===== src/rtl/sprite_line_scheduler.sv =====
// Per-scanline sprite scheduler: at the start of horizontal blanking it walks the
// sprite attribute table and issues one fetch request per sprite on the next line.
module sprite_line_scheduler #(
  parameter int NUM_SPRITES  = 20,
  parameter int SPRITE_SIZE  = 64,
  parameter int MAX_PER_LINE = 8,
  parameter int HACTIVE      = 640,
  parameter int VACTIVE      = 480,
  parameter int VTOTAL       = 525
) (
  input  logic        clk,
  input  logic        reset,
  input  logic [9:0]  VGA_HCOUNT,
  input  logic [9:0]  VGA_VCOUNT,
  output logic [4:0]  attr_addr,
  input  logic [23:0] attr_data,
  output logic        req_valid,
  input  logic        req_ready,
  output logic [4:0]  req_id,
  output logic [9:0]  req_x,
  output logic [5:0]  req_row,
  output logic        busy,
  output logic        line_done,
  output logic        overflow,
  output logic        late
);

  typedef enum logic [2:0] {
    S_IDLE,
    S_READ,
    S_EVAL,
    S_ISSUE,
    S_DONE
  } state_e;

  localparam logic [9:0]  HBLANK_START = 10'(HACTIVE);
  localparam logic [9:0]  LAST_LINE    = 10'(VTOTAL - 1);
  localparam logic [10:0] VISIBLE      = 11'(VACTIVE);
  localparam logic [10:0] SIZE11       = 11'(SPRITE_SIZE);
  localparam logic [4:0]  LAST_IDX     = 5'(NUM_SPRITES - 1);
  localparam logic [3:0]  MAX_CNT      = 4'(MAX_PER_LINE);

  state_e      state_q, state_d;
  logic [4:0]  index_q, index_d;
  logic [3:0]  count_q, count_d;
  logic [9:0]  target_q, target_d;
  logic        overflow_q, overflow_d;
  logic        late_q, late_d;
  logic [4:0]  req_id_q, req_id_d;
  logic [9:0]  req_x_q, req_x_d;
  logic [5:0]  req_row_q, req_row_d;

  logic [10:0] next_line;
  logic        trigger;
  logic [4:0]  attr_id;
  logic [8:0]  attr_y;
  logic [9:0]  attr_x;
  logic [10:0] target11;
  logic [10:0] y11;
  logic        hit;
  logic        last_entry;

  // Computed at 11 bits so a stray vcount of 1023 cannot wrap into a visible line.
  assign next_line = (VGA_VCOUNT == LAST_LINE) ? 11'd0 : {1'b0, VGA_VCOUNT} + 11'd1;
  assign trigger   = (VGA_HCOUNT == HBLANK_START) && (next_line < VISIBLE);

  assign attr_id    = attr_data[23:19];
  assign attr_y     = attr_data[18:10];
  assign attr_x     = attr_data[9:0];
  assign target11   = {1'b0, target_q};
  assign y11        = {2'b00, attr_y};
  assign hit        = (attr_id != 5'd0) && (target11 >= y11) && (target11 < y11 + SIZE11);
  assign last_entry = (index_q == LAST_IDX);

  // NOTE: sequential state uses non-blocking assignments so every register
  // samples the pre-edge values regardless of statement order.
  always_ff @(posedge clk or posedge reset) begin
    if (reset) begin
      state_q    <= S_IDLE;
      index_q    <= '0;
      count_q    <= '0;
      target_q   <= '0;
      overflow_q <= 1'b0;
      late_q     <= 1'b0;
      req_id_q   <= '0;
      req_x_q    <= '0;
      req_row_q  <= '0;
    end else begin
      state_q    <= state_d;
      index_q    <= index_d;
      count_q    <= count_d;
      target_q   <= target_d;
      overflow_q <= overflow_d;
      late_q     <= late_d;
      req_id_q   <= req_id_d;
      req_x_q    <= req_x_d;
      req_row_q  <= req_row_d;
    end
  end

  // NOTE: every variable gets a default before the case so no path can infer a latch.
  always_comb begin
    state_d    = state_q;
    index_d    = index_q;
    count_d    = count_q;
    target_d   = target_q;
    overflow_d = overflow_q;
    late_d     = 1'b0;
    req_id_d   = req_id_q;
    req_x_d    = req_x_q;
    req_row_d  = req_row_q;

    // A trigger always wins: it aborts any scan in flight and restarts at entry 0.
    if (trigger) begin
      state_d    = S_READ;
      index_d    = '0;
      count_d    = '0;
      target_d   = next_line[9:0];
      overflow_d = 1'b0;
      late_d     = (state_q != S_IDLE);
    end else begin
      unique case (state_q)
        S_IDLE: state_d = S_IDLE;
        S_READ: state_d = S_EVAL;
        S_EVAL: begin
          if (hit) begin
            if (count_q < MAX_CNT) begin
              state_d   = S_ISSUE;
              req_id_d  = attr_id;
              req_x_d   = attr_x;
              req_row_d = target_q[5:0] - attr_y[5:0];
            end else begin
              overflow_d = 1'b1;
              state_d    = S_DONE;
            end
          end else if (last_entry) begin
            state_d = S_DONE;
          end else begin
            index_d = index_q + 5'd1;
            state_d = S_READ;
          end
        end
        S_ISSUE: begin
          if (req_ready) begin
            count_d = count_q + 4'd1;
            if (last_entry) begin
              state_d = S_DONE;
            end else begin
              index_d = index_q + 5'd1;
              state_d = S_READ;
            end
          end
        end
        S_DONE:  state_d = S_IDLE;
        default: state_d = S_IDLE;
      endcase
    end
  end

  always_comb begin
    busy      = (state_q != S_IDLE);
    line_done = (state_q == S_DONE);
    req_valid = (state_q == S_ISSUE);
  end

  assign attr_addr = index_q;
  assign req_id    = req_id_q;
  assign req_x     = req_x_q;
  assign req_row   = req_row_q;
  assign overflow  = overflow_q;
  assign late      = late_q;

endmodule


===== config.mk =====
export PLATFORM = sky130hd
export DESIGN_NAME = sprite_line_scheduler
export DESIGN_NICKNAME = d
export VERILOG_FILES = /design/src/rtl/sprite_line_scheduler.sv
export SDC_FILE = /design/constraint.sdc
export NUM_CORES = 1
export LEC_CHECK = 0
export ABC_AREA = 1
export CAP_MARGIN = 20
export CORE_MARGIN = 3
export CORE_UTILIZATION = 53
export DETAILED_ROUTE_END_ITERATION = 10
export PLACE_DENSITY_LB_ADDON = 0.3
export SYNTH_ARGS = -nofsm -noshare
export SYNTH_HDL_FRONTEND = slang
export SYNTH_SLANG_ARGS = --single-unit

===== constraint.sdc =====
create_clock -name clk -period 3.9 [get_ports clk]
set_input_delay 0.78 -clock clk [delete_from_list [all_inputs] [get_ports clk]]
set_output_delay 0.78 -clock clk [all_outputs]
set_load 0.01 [all_outputs]

# == After elaboration in Yosys (flattened, before gate mapping) ==
# Cells that the tools add are included.
# word_totals
ff_bits,45
inputBits,47
out_inout_bits,31
word_cells,63
# classes
addsub,5
n_lt_le_gt_ge,4
n_eq_ne,10
n_mux,20
bitwise_logic,1
reduce_logical,14
# op_table
op,count
$eq A10 B10 Y1 const B,2
$mux W5,4
$mux W3,5
$mux W4,3
$add A10 B1 Y11 const B,1
$lt A11 B9 Y1 const B,1
$mux W11,1
$add A9 B7 Y10 const B,1
$ge A10 B9 Y1,1
$lt A10 B10 Y1,1
$pmux W5 S2,1
$pmux W3 S3,1
$reduce_bool A2 Y1,4
$eq A3 B2 Y1 const B,2
$reduce_and A3 Y1,2
$reduce_bool A3 Y1,2
$sub A6 B6 Y6,1
$add A5 B1 Y5 const B,1
$eq A5 B5 Y1 const B,1
$mux W1,5
$reduce_bool A5 Y1,1
$add A4 B1 Y4 const B,1
$lt A4 B4 Y1 const B,1
$reduce_and A4 Y1,1
8 further kinds,10

# == Longest topological paths before layout ==
# depth
ltp_word,6
ltp_mapped,14
ltp_nobuf,13

# == Least setup slack after synthesis ==
# Ideal clock, no wire load.
# synth_timing
path_kind,input port to flip-flop
startpoint,in attr_data[16]
endpoint,reg req_row_q[0] (netlist: req_row[0])
setup_time_ps,117
arrival_ps,2323
setup_slack_ps,1460
cell_stages,14
path_buffers,1
path_cell_list,ha_1 xnor2_1 ha_1 nand2_1 inv_1 nand2_1 nand3_1 a21oi_2 nand4_2 clkinv_1 nand2_4 buf_8 nand2_2 nand2_1
# synth_between
elab_chain_cells,4
word_cells_on_any_way,6
# synth_rtl
item,line_no,source
from (decl),16,"input logic [23:0] attr_data,"
$add A9 B7 Y10 or $ge A10 B9 Y1 (tied branches),72,assign hit = (attr_id != 5'd0) && (target11 >= y11) && (target11 < y11 + SIZE11);
$lt A10 B10 Y1 or $logic_and A1 B1 Y1 (tied branches),72,
$logic_and A1 B1 Y1 (*),72,
$reduce_and A4 Y1 (no line) (*),--,
to (signal assigned),97,req_row_q <= req_row_d;
to (decl),51,"logic [5:0] req_row_q, req_row_d;"
# Mark *: on every way between the ends. The rest lies on a longest branch, timed or not.
# A chain may end at the register's enable or synchronous reset.

# == Worst setup path in the final report ==
# layout_timing
startpoint,in attr_data[16]
endpoint,reg req_row_q[1] (netlist: req_row[1])
# Same word-level chain as after synthesis.

==> impl_metrics.toml <==
[cells_and_area]
mostFrequentLayoutCell = "nand2_1"
seqCellArea_sq_mm = 0.00113
fin_area_sq_mm = 0.00388
antenna_cells = 0
nets = 532
fill_cells = 418
final_cell_mix = "nand2_1, clkdlybuf4s50_1, inv_1"
multi_input_area_sq_mm = 0.00157
area_growth_pct = 30.4
drive_above_1_share_pct = 9.21

[setup_path]
crit_fanout = 21
critPathLaunchType = "input port"
worst-path-buf-inv = 3
critPathTopFamily = "simple AND/OR/NAND/NOR gates"
critPathSlowestCell = "clkdlybuf4s50_1"
crit_path_cell_trace = "clkdlybuf4s50_1, ha_1, xnor2_1, ha_1, nand2_1, inv_1, nand2_1, nand3_1, a21oi_2, nand4_2, clkinv_1, nand2_4, nand2_1, nand2_1"
worstPathRequired_ns = 4.09
cp_common_cell = "nand2_1"
cp-end-kind = "register"
crit_type = "in -> reg"
crit_path_max_incr_delay_ns = 0.47
arrival_ns = 3.09

[grt]
grt_most_used_layer = "met2"
grt_pass1_wl_mm = 10.9
grt_overflow_total = 0
grt_pass1_vias = 2492
antenna_found_initial = 0
grt_use_met2_pct = 39.5
grt_max_degree = 44
use_met3_pct = 3.66
grt_usage_pct = 21.1
grt_use_met1_pct = 24.8

[floorplanning]
io_pins = 78
fp.dieArea_sq_mm = 0.00655
die_w_um = 81.0
coreArea_sq_mm = 0.00527
initial_utilization_pct = 56.5
die_h_um = 81.0
rows = 26

[pwr]
peakVddDrop_mv = 0.238
powerDensity_mw_per_mm2 = 465
power.total_mw = 1.80
p_leak_nw = 1.92

[sta]
fin_crit_sh_pct = 74.4
final.setup_skew_ns = 0.00448
period_minus_slack_ns = 2.90
rsz0062_at_grt = "no"
slew_headroom_pct = 44.3
maxSlewViolCount = 0
worstMarginPinSlew_ns = 0.829
hold_viol_final = 0
max_freq_mhz = 345
setup_viol = 0
whs_ns = 0.475
setup_tns_ns = 0

[route]
viasPerCell = 5.08
first_pass_iters = 4
drt_iter0_markers = 115
ant_nets = 0
drc = 0
routed_wl_mm = 6.67
wire_per_inst_um = 12.4
dr_total_vias = 2728

[job]
cap_violations = 0

[clock_tree]
htreeDepth = 2
cts_hold_buf = 0
clkTransAtPathRegs_ns = 0.08
cts_tree = "yes"
ctsRootBufferMaster = "clkbuf_8"
cts_num_sinks = 45
numCtsBuffers = 5
clkLatencyLatePin_ns = 0.30
postCtsSetupBuffers = 0
clk_path_buf_depth = 2
ctsResizeCount = 0

[yosys]
post_synth.cell_area_avg_sq_um = 7.66
synth_fp_nets = 455
yosys_warnings = 0
ys_ff_latch = 45
synth_cells = 389
async_flop_share_pct = 100
synth-edff-count = 0
synth_ff_type = "dfrtp_1"
ys_types = 39
ys_seq_area_share_pct = 37.8
syn_area_sq_mm = 0.00298

[worst_hold_path]
hold_class = "reg -> reg"

[placed_design]
dp_hpwl_mm = 5.07
gp_congestion = 0.940
io_buffer_count = 77
placed_cell_area_sq_mm = 0.00376

[outcome]
status = "complete, no violations"
==> routing by layer <==
layer,wire [um],vias to the layer above
met5,0,-
met1,2890,1234
li1,-,1402
met4,70,0
met3,443,6
met2,3270,86
==> kinds of logic after synthesis <==
kind of cell / count (synthesis) / share of synthesized area, %
adder cells (fa/ha/maj): 19 / 8.24
AO/OA/AOI/OAI: 27 / 5.88
buffers and inverters: 59 / 9.33
flip-flops: 45 / 37.8
AND/OR/NAND/NOR: 231 / 36.4
XOR/XNOR: 8 / 2.35
==> where the power goes <==
group	total (mW)	switching, mW	internal, mW	leakage, nW
combinational	0.722	0.334	0.388	1.30
clock	0.366	0.158	0.208	0.0574
sequential	0.717	0.109	0.608	0.560
total	1.80	0.601	1.20	1.92
==> worst min-delay path: cells and delay by family (launching register included) <==
kind | cells | cell delay, ns
and+or+nand+nor | 2 | 0.10
DFF | 1 | 0.35
==> synthesized netlist by cell type (3+ instances only) <==
| cell type | n | share of area [%] |
|---|---|---|
| nand2_1 | 99 | 12 |
| inv_1 | 48 | 6.1 |
| nand3_1 | 46 | 7.7 |
| dfrtp_1 | 45 | 38 |
| nor2_1 | 38 | 4.8 |
| ha_1 | 18 | 7.6 |
| nand2_2 | 11 | 2.3 |
| nand4_1 | 11 | 2.3 |
| a21oi_1 | 7 | 1.2 |
| nor2_2 | 7 | 1.5 |
| o21ai_0 | 6 | 1.0 |
| o21ai_1 | 5 | 0.84 |
| xor2_1 | 5 | 1.5 |
| buf_6 | 4 | 1.5 |
| nand3b_1 | 4 | 1.0 |
| nor3_1 | 4 | 0.67 |
| a21oi_2 | 3 | 0.88 |
| buf_4 | 3 | 0.76 |
| or2_2 | 3 | 0.63 |
| xnor2_1 | 3 | 0.88 |
==> registers in the layout (all words and copies together), names as in the netlist <==
name	count
req_row	6
req_x	10
overflow	1
late	1
state_q	3
req_id	5
target_q	10
count_q	4
attr_addr	5
==> layout make-up <==
| cell class | count | share of cell area, % |
|---|---|---|
| well taps | 70 | 2.26 |
| clock inverters | 2 | 0.966 |
| flip-flops and latches | 45 | 29.0 |
| repair buffers | 79 | 20.2 |
| clock buffers | 6 | 2.13 |
| inverters | 50 | 4.90 |
| multi-input cells | 285 | 40.5 |
==> through the flow <==
| step | utilization, % | cells | setup WS (ns) |
|---|---|---|---|
| 2_1_floorplan | - | 389 | 1.46 |
| 3_3_place_gp | 71.4 | 529 | 0.790 |
| 3_5_place_dp | 71.4 | 529 | 0.715 |
| 4_1_cts | 73.7 | 537 | 0.990 |
| 5_1_grt | 73.7 | 537 | 0.776 |
| 6_report | 73.7 | 537 | 0.998 |
==> worst paths after layout <==
path | startpoint | endpoint | slack, ns | depth (start not counted)
max | attr_data[16] | req_row[1] | 1.0 | 14
min | req_x[1] | req_x[1] | 0.48 | 2
max reg2reg | target_q[0] | req_row[1] | 1.65 | 13
min reg2reg | req_x[1] | req_x[1] | 0.48 | 2
max in group asynchronous | reset | req_x[8] | 2.33 | 3
min in group asynchronous | reset | attr_addr[1] | 0.84 | 2
No activity file was read; power rests on OpenSTA's default activity.
